$ cat config.mk
export PLATFORM = sky130hd
export DESIGN_NAME = circle_motion_ctrl
export DESIGN_NICKNAME = d
export VERILOG_FILES = /design/src/rtl/circle_pkg.sv /design/src/rtl/axis_step.sv /design/src/rtl/circle_motion_ctrl.sv
export SDC_FILE = /design/constraint.sdc
export NUM_CORES = 1
export LEC_CHECK = 0
export ABC_CLOCK_PERIOD_IN_PS = 4790
export CORE_UTILIZATION = 62
export CTS_CLUSTER_SIZE = 16
export DETAILED_ROUTE_END_ITERATION = 16
export PLACE_DENSITY = 0.82
export RECOVER_POWER = 25
export SYNTH_ARGS = -nofsm -noshare
export SYNTH_HDL_FRONTEND = slang
export SYNTH_HIERARCHICAL = 1
export SYNTH_SLANG_ARGS = --single-unit
export TNS_END_PERCENT = 5
$ cat constraint.sdc
create_clock -name clk -period 4.79 [get_ports clk]
set_input_delay 0.958 -clock clk [delete_from_list [all_inputs] [get_ports clk]]
set_output_delay 0.958 -clock clk [all_outputs]
set_load 0.1 [all_outputs]
$ cat src/rtl/circle_pkg.sv
// Shared constants, state/direction types and colour sequencing for the
// circle motion controller and its per-axis stepper.
package circle_pkg;

  localparam int H_DISPLAY = 640;
  localparam int V_DISPLAY = 480;
  localparam int RADIUS    = 100;

  // Clamp window keeps the whole circle inside the visible area.
  localparam logic [9:0] XMIN = 10'(RADIUS);
  localparam logic [9:0] XMAX = 10'(H_DISPLAY - 1 - RADIUS);
  localparam logic [9:0] YMIN = 10'(RADIUS);
  localparam logic [9:0] YMAX = 10'(V_DISPLAY - 1 - RADIUS);

  typedef enum logic [1:0] {WAIT_VS, CALC, COMMIT} state_e;
  typedef enum logic {DIR_POS, DIR_NEG} dir_e;

  localparam logic [1:0] COLOR_0 = 2'b00;
  localparam logic [1:0] COLOR_1 = 2'b01;
  localparam logic [1:0] COLOR_2 = 2'b10;
  localparam logic [1:0] COLOR_3 = 2'b11;

  function automatic logic [1:0] color_next(input logic [1:0] c);
    case (c)
      COLOR_0: return COLOR_1;
      COLOR_1: return COLOR_2;
      COLOR_2: return COLOR_3;
      default: return COLOR_0;
    endcase
  endfunction

endpackage

$ cat src/rtl/axis_step.sv
// Combinational one-axis update: auto mode steps and reflects off the
// limits, manual mode steps by button and clamps.
module axis_step
  import circle_pkg::*;
(
  input  logic [9:0] pos,
  input  dir_e       dir,
  input  logic [9:0] min,
  input  logic [9:0] max,
  input  logic [9:0] step,
  input  logic       mode,
  input  logic       plus,
  input  logic       minus,
  output logic [9:0] npos,
  output dir_e       ndir,
  output logic       bounced
);

  // Wide enough that pos +/- step can never wrap.
  logic signed [11:0] w_step;
  logic signed [11:0] w_delta;
  logic signed [11:0] w_next;

  assign w_step = $signed({2'b00, step});

  // NOTE: every output of a combinational block gets a default first so no
  // path leaves it unassigned, which would otherwise infer a latch.
  always_comb begin
    w_delta = '0;
    if (mode) begin
      if (plus && !minus)      w_delta = w_step;
      else if (minus && !plus) w_delta = -w_step;
    end else begin
      w_delta = (dir == DIR_POS) ? w_step : -w_step;
    end
    w_next  = $signed({2'b00, pos}) + w_delta;
    npos    = w_next[9:0];
    ndir    = dir;
    bounced = 1'b0;
    if (w_next > $signed({2'b00, max})) begin
      npos = max;
      if (!mode) begin
        ndir    = DIR_NEG;
        bounced = 1'b1;
      end
    end else if (w_next < $signed({2'b00, min})) begin
      npos = min;
      if (!mode) begin
        ndir    = DIR_POS;
        bounced = 1'b1;
      end
    end
  end

endmodule

$ cat src/rtl/circle_motion_ctrl.sv
// Moves the circle centre once every FRAME_DIV frames, only during vertical
// retrace, either bouncing automatically or stepping by buttons.
module circle_motion_ctrl
  import circle_pkg::*;
#(
  parameter int STEP      = 4,
  parameter int FRAME_DIV = 1,
  parameter int X0        = 320,
  parameter int Y0        = 240
) (
  input  logic        clk,
  input  logic        reset,
  input  logic        vsync,
  input  logic        run,
  input  logic        manual,
  input  logic [3:0]  btn,
  output logic [19:0] C,
  output logic [1:0]  color,
  output logic        upd
);

  logic       r_vsync_d;
  logic       w_vs_rise;
  state_e     r_state, w_next_state;
  logic [7:0] r_frame_cnt;
  logic       w_div_hit;

  logic [9:0] r_x, r_y, r_nx, r_ny, w_nx, w_ny;
  dir_e       r_dx, r_dy, r_ndx, r_ndy, w_ndx, w_ndy;
  logic       w_bx, w_by;
  logic [1:0] r_color, r_ncolor, w_ncolor;
  logic       r_upd;

  assign w_vs_rise = vsync & ~r_vsync_d;
  assign w_div_hit = (r_frame_cnt == 8'(FRAME_DIV - 1));

  // NOTE: sequential state uses non-blocking assignments so every register
  // samples the pre-edge values regardless of statement order.
  always_ff @(posedge clk or posedge reset) begin
    if (reset) begin
      r_state   <= WAIT_VS;
      r_vsync_d <= 1'b0;
    end else begin
      r_state   <= w_next_state;
      r_vsync_d <= vsync;
    end
  end

  always_comb begin
    w_next_state = r_state;
    case (r_state)
      WAIT_VS: if (w_vs_rise && run && w_div_hit) w_next_state = CALC;
      CALC:    w_next_state = COMMIT;
      COMMIT:  w_next_state = WAIT_VS;
      default: w_next_state = WAIT_VS;
    endcase
  end

  always_ff @(posedge clk or posedge reset) begin
    if (reset) begin
      r_frame_cnt <= '0;
    end else if (r_state == WAIT_VS && w_vs_rise && run) begin
      r_frame_cnt <= w_div_hit ? 8'd0 : r_frame_cnt + 8'd1;
    end
  end

  // btn is {up, down, left, right}; screen y grows downward.
  axis_step u_axis_x (
    .pos(r_x), .dir(r_dx), .min(XMIN), .max(XMAX), .step(10'(STEP)),
    .mode(manual), .plus(btn[0]), .minus(btn[1]),
    .npos(w_nx), .ndir(w_ndx), .bounced(w_bx)
  );

  axis_step u_axis_y (
    .pos(r_y), .dir(r_dy), .min(YMIN), .max(YMAX), .step(10'(STEP)),
    .mode(manual), .plus(btn[2]), .minus(btn[3]),
    .npos(w_ny), .ndir(w_ndy), .bounced(w_by)
  );

  // A corner hit bounces both axes but still advances the colour once.
  assign w_ncolor = (w_bx | w_by) ? color_next(r_color) : r_color;

  always_ff @(posedge clk or posedge reset) begin
    if (reset) begin
      r_x      <= 10'(X0);
      r_y      <= 10'(Y0);
      r_dx     <= DIR_POS;
      r_dy     <= DIR_POS;
      r_color  <= COLOR_0;
      r_nx     <= 10'(X0);
      r_ny     <= 10'(Y0);
      r_ndx    <= DIR_POS;
      r_ndy    <= DIR_POS;
      r_ncolor <= COLOR_0;
      r_upd    <= 1'b0;
    end else begin
      r_upd <= (r_state == COMMIT);
      if (r_state == CALC) begin
        r_nx     <= w_nx;
        r_ny     <= w_ny;
        r_ndx    <= w_ndx;
        r_ndy    <= w_ndy;
        r_ncolor <= w_ncolor;
      end
      if (r_state == COMMIT) begin
        r_x     <= r_nx;
        r_y     <= r_ny;
        r_dx    <= r_ndx;
        r_dy    <= r_ndy;
        r_color <= r_ncolor;
      end
    end
  end

  assign C     = {r_y, r_x};
  assign color = r_color;
  assign upd   = r_upd;

endmodule

==> metrics.md <==
| Metric | Value |
|---|---|
| Dominant cell type by area after synthesis | dfrtp_1 |
| Deepest clock path buffer count | 2 |
| Register area share after synthesis | 26.2% |
| Utilization after layout | 92.7% |
| Warnings from Yosys | 6 |
| Critical path data arrival time | 5.31 ns |
| Fillers | 282 |
| Final-report hold violation count | 0 |
| Worst setup SP type | input pin |
| Slowest-stage cell, CP | clkdlybuf4s50_1 |
| Post-layout worst setup margin | -0.288 ns |
| Worst EP required | 5.02 ns |
| Detailed Route Iter0 Violations | 790 |
| Starting utilization of the core area | 65.1% |
| Count of H-tree levels built during CTS | 3 |
| CTS tree | yes |
| Core Area | 8890 sq um |
| Number of distinct standard cells referenced by the synthesized netlist | 78 |
| Top cell type's share of synthesized area | 20.8% |
| Delay-heaviest family, CP | compound AO/OA/AOI/OAI gates |
| Series of cell instances along the critical path | clkdlybuf4s50_1 > nand2b_4 > a21oi_4 > a21oi_2 > a21oi_2 > buf_4 > ha_1 > buf_4 > a21oi_1 > o22ai_2 > o41ai_2 > xnor2_2 > ha_1 > a2111oi_4 > o21a_2 > or2_4 > a31oi_4 > o22a_1 > mux2_2 |
| DP Wirelength | 12100 microns |
| Length of the first detailed-routing pass in iterations | 5 |
| Final weighted congestion in routability-driven placement | 0.914 |
| Total of hold buffers inserted after clock tree synthesis | 0 |
| Synthesized area | 5790 sq um |
| Number of primary I/O pins | 32 |
| Number of nets in the layout | 994 |
| Clock network latency to the later pin of the worst-skew pair | 0.36 ns |
| Critical Path End Type | flop |
| Number of synthesized register bits | 60 |
| Antenna violations before repair | 0 |
| CP Class | in2reg |
| Dominant synthesized flop cell | dfrtp_1 |
| Largest net degree at the start of global routing | 40 |
| Unrepaired setup endpoints after global routing | true |
| Average cell area after synthesis | 9.13 sq um |
| Count of max-cap constraint violations | 1 |
| Peak clock frequency supported by timing | 197 MHz |
| Tmin final | 5.08 ns |
| CP max FO | 7 |
| Largest cells by area after synthesis | dfrtp_1 21%, ha_1 15%, mux2_2 9.1% |
| Wire length of the first global-routing pass | 30400 microns |
| Slew at the pin with the worst max-slew slack | 1.51 ns |
| Share of final-layout standard cells stronger than drive strength 1 | 31.0% |
| Number of instances in the synthesized netlist | 634 |
| Setup slack on the worst flop-to-flop path | 0.08 ns |
| Count of endpoints failing setup in the final report | 24 |
| Post-Route Skew | 0.00996 ns |
| Clock tree root buffer cell | clkbuf_8 |
| Sinks on Clock Net | 60 |
| Routed via count | 6848 |
| Wirelength per Cell | 23.9 microns |
| Number of pins with negative max-slew slack in the final report | 40 |
| Die X-Extent | 98.6 microns |
| Clock transition at path regs | 0.07 ns |
| Failing checks | capacitance limit, slew limit, setup timing |
| Fin crit share | 106% |
| Number of synthesized flops with an enable pin | 0 |
| Status | finished, violations left |
| Rel. slew slack | -0.580% |
| CP max stage delay | 0.42 ns |
| Clock buffer count from CTS | 9 |
| Site Rows | 34 |
| GRT Residual Overflow | 0 |
| Layout-stage area growth over the synthesis result | 42.4% |
| Height of the die | 98.6 microns |
| Vias per inst | 6.67 |
| Min-delay worst type | reg2reg |
| Total global-route track usage | 40.4% |
| Count of buffers inserted at the top-level ports | 31 |
| Routed Antenna Nets | 0 |
| DRC violations left | 0 |
| Number of global-route vias before repair | 6169 |
| Area of the die | 9730 sq um |
| Total detailed-routing wirelength | 24600 microns |
| Antenna diode count | 0 |
| Post-synthesis async set-or-reset flop share | 100% |
| Worst path bufs/invs | 3 |
through the flow:
step                      instance area [sq um]  TNS [ns]  hold slack, ns  setup slack [ns]  std cells
after detailed placement                   7280    -14.93           0.489            -0.749        991
after global placement                     7280    -11.36           0.469            -0.578        991
after global routing                       8240     -4.03           0.539            -0.300       1027
after CTS                                  7790   -0.0349           0.506           -0.0224       1018
final                                      8240     -3.62           0.507            -0.288       1027
after floorplan                            6390         0           0.445           0.00767        792
cells in the final DEF, fill, tap and decap left out, drive strengths merged, types with 4 or more instances in the layout:
master           n
or3             12
a211oi           7
nand2b           7
o22a             6
a31oi            9
o21ai           37
ha              68
o21bai           4
or2              4
dfstp           12
a21o            15
a21oi           58
o31ai            6
dfrtp           48
mux2i           12
clkbuf          14
conb           160
nor3b            5
a2bb2oi         11
buf            100
o21a             6
inv             65
mux2            47
clkdlybuf4s50   25
nor2            29
nand3           14
xnor2           12
o22ai           17
nand4            9
nor3            22
nand2           22
xor2             6
logic make-up (layout without fill, tap and decap cells):
group	count (synthesis)	after routing	share of synthesized area (%)
AOI/OAI and AO/OA	193	194	23.1
xor gates and xnor gates	18	18	2.72
adders and majority gates	70	70	15.4
buffers and inverters	86	212	6.96
DFF	60	60	26.2
muxes	59	59	11.2
other	2	160	0.130
and+or+nand+nor	146	146	14.3
final cells by class:
class                      instances  area [sq um]  share of cell area [%]
sequential                        60          1520                    18.4
clock buffer                      13           159                    1.93
inverter                          65           244                    2.96
clock inverter                     2          10.0                   0.121
multi-input combinational        647          5060                    61.4
timing repair buffer             132          1120                    13.6
tap                              108           135                    1.64
per-layer routing:
metal  global-route usage, %  part of all wire, %  vias to the layer above
li1                        -                    -                     2738
met1                    47.5                   33                     3150
met2                    69.1                   44                      685
met3                    9.01                   12                      275
met4                    21.6                   10                        0
met5                       0                    0                        -
flip-flops by register name, summed over array words and instances, names as in the netlist:
name	cells
r_nx	10
color	2
r_dx	1
r_ndy	1
upd	1
r_ny	10
r_frame_cnt	8
r_x	10
r_ncolor	2
r_ndx	1
r_vsync_d	1
r_y	10
r_dy	1
r_state	2
final timing paths:
kind,start,cells after the start,to
worst max register to register,r_dy$_DFFE_PP0P_,18,r_ny[1]$_DFFE_PP0N_
worst min register to register,r_nx[1]$_DFFE_PP0N_,1,r_nx[1]$_DFFE_PP0N_
worst min-delay path,r_nx[1]$_DFFE_PP0N_,1,r_nx[1]$_DFFE_PP0N_
worst max-delay path,btn[2],19,r_ny[1]$_DFFE_PP0N_
max in group asynchronous,reset,3,r_nx[6]$_DFFE_PP1N_
min in group asynchronous,reset,2,r_vsync_d$_DFF_PP0_
worst reg2reg max path, delay by kind of cell (launching register included):
kind	cells	cell delay, ns
AND/OR/NAND/NOR	2	0.33
buffers and inverters	2	0.31
XOR/XNOR	1	0.16
multiplexers	1	0.29
AO/OA/AOI/OAI	10	2.33
adder cells (fa/ha/maj)	2	0.54
flip-flops	1	0.65
Yosys cell counts (4+ instances only):
master	number
a31oi_1	7
nor3b_1	5
clkbuf_1	5
a2bb2oi_1	11
ha_1	68
nor2_1	29
nand2b_1	7
or3_1	10
o31ai_1	5
xnor2_1	12
dfrtp_1	48
mux2_2	47
o21a_1	5
o22a_1	6
xor2_1	6
a21oi_1	55
nand4_1	9
a211oi_1	6
o22ai_1	17
buf_2	7
inv_1	64
nand3_1	13
mux2i_1	12
a21o_1	13
dfstp_2	12
buf_6	4
nor3_1	18
or2_2	4
nand2_1	22
o21ai_0	36
repair_timing:
action                     4_1_cts  5_1_grt
setup endpoints to repair       24       24
pin swaps                       25       48
cloned                           1        0
buffers inserted                11        9
resized for setup               54       77
Power is left out: the tool's default activity adds up to more than one toggle a clock period on the data nets, which glitch-free logic cannot reach.
